[src/rtl/if_fetch_ctrl.sv]
// IF-stage fetch controller: owns the PC and the IF/ID register, issues a single outstanding
// imem fetch, skids a response across an ID stall and drops stale responses after a redirect.
// Optional perf counters are enabled by defining IF_FETCH_PERF_EN.
module if_fetch_ctrl #(
   parameter logic [31:0] RESET_PC     = 32'h0000_0000,
   parameter logic [31:0] BUBBLE_INSTR = 32'h0000_0000
) (
   input  logic        clk_i,
   input  logic        rst_i,
   input  logic        stall_i,
   input  logic        flush_i,
   input  logic [31:0] branch_target_i,
   output logic        imem_req_o,
   output logic [31:0] imem_addr_o,
   input  logic        imem_ready_i,
   input  logic        imem_valid_i,
   input  logic [31:0] imem_rdata_i,
`ifdef IF_FETCH_PERF_EN
   output logic [31:0] perf_stall_cnt_o,
   output logic [31:0] perf_wait_cnt_o,
`endif
   output logic [31:0] ID_pc_o,
   output logic [31:0] ID_instr_o,
   output logic        ID_valid_o
);

   localparam int unsigned XLEN = 32;

   typedef enum logic [1:0] {S_REQ, S_WAIT, S_HOLD, S_DROP} state_t;

   state_t            state, state_n;
   logic [XLEN-1:0]   pc, pc_n;
   logic [XLEN-1:0]   skid_pc, skid_pc_n;
   logic [XLEN-1:0]   skid_instr, skid_instr_n;
   logic [XLEN-1:0]   id_pc_n, id_instr_n;
   logic              id_valid_n;
   logic              deliver;
   logic [XLEN-1:0]   dlv_pc, dlv_instr;

   // Request is gated by reset so nothing is issued while rst_i is low.
   assign imem_req_o  = rst_i & (state == S_REQ) & ~flush_i;
   assign imem_addr_o = pc;

   always_ff @(posedge clk_i or negedge rst_i) begin
      if (!rst_i) begin
         state      <= S_REQ;
         pc         <= RESET_PC;
         skid_pc    <= '0;
         skid_instr <= '0;
         ID_pc_o    <= '0;
         ID_instr_o <= BUBBLE_INSTR;
         ID_valid_o <= 1'b0;
      end else begin
         state      <= state_n;
         pc         <= pc_n;
         skid_pc    <= skid_pc_n;
         skid_instr <= skid_instr_n;
         ID_pc_o    <= id_pc_n;
         ID_instr_o <= id_instr_n;
         ID_valid_o <= id_valid_n;
      end
   end

   // Next-state, PC and delivery decode; a redirect always overrides PC advance.
   always_comb begin
      state_n      = state;
      pc_n         = pc;
      skid_pc_n    = skid_pc;
      skid_instr_n = skid_instr;
      deliver      = 1'b0;
      dlv_pc       = pc;
      dlv_instr    = imem_rdata_i;
      case (state)
         S_REQ: begin
            if (flush_i)           pc_n    = branch_target_i;
            else if (imem_ready_i) state_n = S_WAIT;
         end
         S_WAIT: begin
            if (flush_i) begin
               pc_n    = branch_target_i;
               state_n = imem_valid_i ? S_REQ : S_DROP;
            end else if (imem_valid_i) begin
               if (stall_i) begin
                  skid_pc_n    = pc;
                  skid_instr_n = imem_rdata_i;
                  state_n      = S_HOLD;
               end else begin
                  deliver = 1'b0 | 1'b1;
                  pc_n    = pc + XLEN'(4);
                  state_n = S_REQ;
               end
            end
         end
         S_HOLD: begin
            if (flush_i) begin
               pc_n    = branch_target_i;
               state_n = S_REQ;
            end else if (!stall_i) begin
               deliver   = 1'b1;
               dlv_pc    = skid_pc;
               dlv_instr = skid_instr;
               pc_n      = pc + XLEN'(4);
               state_n   = S_REQ;
            end
         end
         S_DROP: begin
            if (flush_i)      pc_n    = branch_target_i;
            if (imem_valid_i) state_n = S_REQ;
         end
         default: state_n = S_REQ;
      endcase
   end

   // IF/ID update: flush, then stall hold, then new instruction, else bubble.
   always_comb begin
      id_pc_n    = ID_pc_o;
      id_instr_n = BUBBLE_INSTR;
      id_valid_n = 1'b0;
      if (flush_i) begin
         id_pc_n = pc;
      end else if (stall_i) begin
         id_instr_n = ID_instr_o;
         id_valid_n = ID_valid_o;
      end else if (deliver) begin
         id_pc_n    = dlv_pc;
         id_instr_n = dlv_instr;
         id_valid_n = 1'b1;
      end
   end

`ifdef IF_FETCH_PERF_EN
   logic wait_cyc;
   assign wait_cyc = ((state == S_WAIT) || (state == S_DROP)) & ~imem_valid_i;

   // Saturating event counters.
   always_ff @(posedge clk_i or negedge rst_i) begin
      if (!rst_i) begin
         perf_stall_cnt_o <= '0;
         perf_wait_cnt_o  <= '0;
      end else begin
         if (stall_i && (perf_stall_cnt_o != '1))
            perf_stall_cnt_o <= perf_stall_cnt_o + XLEN'(1);
         if (wait_cyc && (perf_wait_cnt_o != '1))
            perf_wait_cnt_o <= perf_wait_cnt_o + XLEN'(1);
      end
   end
`endif

endmodule

[config.mk]
export PLATFORM = sky130hd
export DESIGN_NAME = if_fetch_ctrl
export DESIGN_NICKNAME = d
export VERILOG_FILES = /design/src/rtl/if_fetch_ctrl.sv
export SDC_FILE = /design/constraint.sdc
export NUM_CORES = 1
export LEC_CHECK = 0
export ABC_CLOCK_PERIOD_IN_PS = 6100
export BUFFER_PORTS_ARGS = -buffer_cell sky130_fd_sc_hd__buf_2
export CORE_UTILIZATION = 45
export DETAILED_ROUTE_END_ITERATION = 8
export PLACE_DENSITY = 0.72
export SETUP_SLACK_MARGIN = 0.1
export SLEW_MARGIN = 20
export SYNTH_ARGS = -nofsm -noshare
export SYNTH_HDL_FRONTEND = slang
export SYNTH_SLANG_ARGS = --single-unit
[constraint.sdc]
create_clock -name clk_i -period 6.1 [get_ports clk_i]
set_input_delay 1.22 -clock clk_i [delete_from_list [all_inputs] [get_ports clk_i]]
set_output_delay 1.22 -clock clk_i [all_outputs]
set_load 0.05 [all_outputs]
Word level (Yosys, flattened, before mapping) --
Index checks and enable logic that the tools add are counted.
Storage, ports and cells: logic and storage cells 60, bits in writable memories 0, latch bits 0, register bits after elaboration 163, output and inout port bits 98, input port bits 70, memories 0, memory bits (read-only) 0
Cells by class: reduce and logical (&&, ||, !) cells 7, equality and inequality tests 10, div/mod/pow operators 0, order comparisons 0, bitwise logic cells 3, multiplexer cells 32, multipliers 0, $add $sub $neg 1, shift-type cells 0
Operator list (number):
- two-way mux 32 bit | 13
- case mux 32 bit (3 select lines) | 1
- adder 32 x 3 -> 32 bit, second input constant | 1
- two-way mux 2 bit | 9
- case mux 2 bit (4 select lines) | 1
- two-way mux 1 bit | 7
- inequality test 2 bit, second input constant | 3
- inequality test 3 bit, second input constant | 2
- AND reduction 5 bit | 1
- == test 2 bit, second input constant | 2
- inequality test 2 x 1 -> 1 bit, second input constant | 2
- AND reduction 2 bit | 2
- AND reduction 4 bit | 1
- bitwise AND 1 bit | 2
- == test 2 x 1 -> 1 bit, second input constant | 1
- zero test 2 bit | 1
- case mux 1 bit (2 select lines) | 1
- nonzero test 2 bit | 1
- OR reduction 2 bit | 1
- NOT 1 bit | 1

Longest topological paths before layout --
depth in word-level cells 7, gate-level depth with buffers 11, gate-level depth less buffers 7

Worst setup path before layout --
OpenSTA, ideal clock, no wires.
path kind input port to output port, start point input flush_i, end point output imem_req_o, data required time 4880 ps, cell stages on the path 2, data arrival time 1772 ps, buffers on the path 0, path slack 3108 ps, cell sequence inv_1 > and3_1
Between the ends: longest elaborated chain between the ends 2
RTL lines:
- start: declaration | line 11 | input logic flush_i,
- NOT 1 bit (no source line)
- bitwise AND 1 bit | line 41 | assign imem_req_o = rst_i & (state == S_REQ) & ~flush_i;
- end: declaration | line 13 | output logic imem_req_o,
Every way passes these cells.

Worst setup path in the final report --
start point input flush_i, end point register ID_pc_o[4]
Between the ends: longest elaborated chain between the ends 4, elaborated cells on any way between the ends 7, classes of those cells 1 x eq/ne; 4 x mux; 2 x reduce/logical
RTL lines:
- two-way mux 1 bit (on tied branches) | line 95, 79
- case mux 1 bit (2 select lines) | line 73 | case (state)
- nonzero test 2 bit (no source line)
- AND reduction 2 bit (no source line)
- end signal: assignment | line 58 | ID_pc_o <= id_pc_n;
- end: declaration | line 22 | output logic [31:0] ID_pc_o,
Parallel ways exist; a longest one is shown, timed or not. A chain may end at the register's enable or synchronous reset.

==> summary.txt <==
FMAX: 289 MHz
number of port buffers: 167
Post-CTS Resized: 0
total grt overflow: 0
Fin Hold WS: 477 ps
vias in the first global route: 5547
Crit path depth: 6
required time of the critical path: 6380 ps
Setup WS post-layout: 2640 ps
RSZ-0062 raised after global routing: false
Reg area: 4080 um^2
Largest delay share family, worst path: simple AND/OR/NAND/NOR gates
htree depth: 4
Yosys cell types: 54
DR vias/cell: 5.36
Starting Density: 0.459
# Max-Cap Violations: 0
cts bufs inserted: 17
DR DRC count: 0
Setup TNS Final: 0 ps
io pins: 168
# diodes: 0
Slew Limit Fails: 0
crit start category: primary input
critical path arrival: 3740 ps
r2r endpoint: ID_pc_o[4]
hold buffers post-CTS: 0
clock root cell: clkbuf_16
sequential fraction of the synthesis area: 0.538
Final Hold Fails: 0
Layout Nets: 914
flops & latches, synth: 163
mapped cell area: 7590 um^2
DRT antenna net count: 0
total of fill cells in the finished design: 1480
xor/xnor share of the synthesized area: 0.00231
Post-Synth Simple-Gate Area: 0.112
WP buf/inv: 2
flop-to-flop setup slack: 3090 ps
Core Area: 16500 um^2
hold crit path type: register to register
post-CTS setup buffer count: 0
synth top area cells: dfrtp_1 54%, mux2_2 9.9%, mux2i_1 9.0%, nand2_1 4.7%, o21ai_0 3.2%
first-pass GRT wire length: 29300 um
row cnt: 47
largest net degree at the start of global routing: 65
Power Density: 530 nW/um^2
WL per Instance: 16.4 um
Avg Synthesized Cell Area: 10.9 um^2
Post-synth top cells: 163 x dfrtp_1, 96 x nand2_1, 68 x mux2i_1, 67 x mux2_2, 49 x o21ai_0
syn_nets: 772
adder-cell share of the synthesized area: 0.00989
yosys warns: 0
Area Growth Syn to Fin: 21.2%
CTS Sinks: 163
cells after synthesis: 696
CP Max Fanout: 64
cells along the critical path: buf_2 -> nand2b_1 -> or3_1 -> buf_4 -> and2_4 -> o21ai_1
Worst VDD drop: 0.000262 V
Multi-input gate area: 3310 um^2
Iter 0 DRT Violations: 351
Reg clk slew, reported paths: 60 ps
Synth top area share: 0.538
Compound-Gate Fraction of Synth Area: 0.117
Worst path slowest cell: nand2b_1
largest area contributor in the netlist: dfrtp_1
Post-DP HPWL: 11800 um
multiplexer area fraction after synthesis: 0.189
Worst Setup Path Type: primary input to register
CP startpoint: flush_i
# setup viols final: 0
Die ar.: 17400 um^2
Die X-Extent: 132 um
Leakage Power: 4.12 nW
Via Count: 5738
period utilisation layout: 0.567
count leader, synth: dfrtp_1
largest family of logic cells by synthesized area: multiplexers
clk_skew: 7.26 ps
final wirelength: 17600 um
number of synthesized flops with an enable pin: 0
Synth Flop Type: dfrtp_1
die height: 132 um
Least-Margin Pin Slew: 994 ps
ys async rst share: 1.00
Placer Congestion: 0.814
clock latency on the worst-skew pair: 420 ps
All-Layer GR Usage: 0.213
Max-slew headroom: 0.337
CP max stage delay: 780 ps
initial antenna violation count: 3
end point of the critical path: ID_pc_o[4]
reg-to-reg startpoint: state[0]
Max clock buf depth: 2
status: finished, final reports clean
worst r2r path cells: 7
CTS tree: yes
Crit. End Element: register
layout cell share with drive strength beyond 1: 0.337
fin crit period: 3460 ps
DR pass1 iterations: 4
dpl ws: 1820 ps
## per-layer routing
metal / global-route usage / part of all wire
met4: 0.0620 / 0.013
met1: 0.286 / 0.46
met3: 0.0696 / 0.066
met5: 0 / 0.00074
met2: 0.331 / 0.46
## cell families after synthesis
kind of cell,count (synthesis)
compound gates,153
flops,163
xor+xnor,2
mux,135
simple gates,181
buf+inv,56
fa+ha+maj,6
## area by class of cell
cell class                 count  share of cell area
timing repair buffer         174              0.0973
inverter                       5             0.00204
tap                          220              0.0299
clock inverter                14              0.0192
multi-input combinational    477               0.360
sequential                   163               0.444
clock buffer                  18              0.0478
## layout by cell type, fill, tap and decap left out, types with 6 or more instances in the layout
master and instances:
mux2i_1 68, mux2_2 67, o22ai_1 6, nand2_1 96, clkbuf_16 17, buf_4 7
nand3_1 12, nand4_1 12, nor2_1 24, buf_2 166, o21ai_0 49, dfrtp_1 163
o21ai_1 33, a21oi_1 32
## state kept, by name, summed over array words and instances, names as in the netlist
signal	flops
ID_instr_o	32
ID_pc_o	32
ID_valid_o	1
imem_addr_o	32
skid_instr	32
skid_pc	32
state	2
## worst register-to-register path: cells and delay by family (launching register included)
family                   cells  cell delay, ps
AO/OA/AOI/OAI                1             220
adder cells (fa/ha/maj)      1             290
buffers and inverters        2             480
flip-flops                   1             400
AND/OR/NAND/NOR              3            1470
## worst min-delay path by stage
stage	start	to	slack, ps	depth (start not counted)
5_1_grt	ID_pc_o[23]	ID_pc_o[23]	500	2
6_report	ID_pc_o[18]	ID_pc_o[18]	480	2
3_5_place_dp	ID_instr_o[13]	ID_instr_o[13]	470	2
2_1_floorplan	skid_instr[10]	skid_instr[10]	480	1
4_1_cts	ID_instr_o[31]	ID_instr_o[31]	480	2
3_3_place_gp	ID_instr_o[6]	ID_instr_o[6]	460	2
## power by group
group          leakage, nW  switching [mW]  internal (mW)
registers             2.00           0.352           1.50
logic                 1.82            1.29          0.616
clock network        0.303           0.457          0.662
total                 4.12            2.10           2.77
## metrics by stage
stage	std cells	util	power, mW	cell area, um^2
6_report	1071	0.557	4.87	9200
5_1_grt	1071	0.557	5.14	9200
4_1_cts	1071	0.556	4.91	9190
3_5_place_dp	1039	0.519	3.78	8570
3_3_place_gp	1039	0.519	3.72	8570
2_1_floorplan	696	-	3.29	7590
Note: power is estimated with default switching activity, not from simulation.
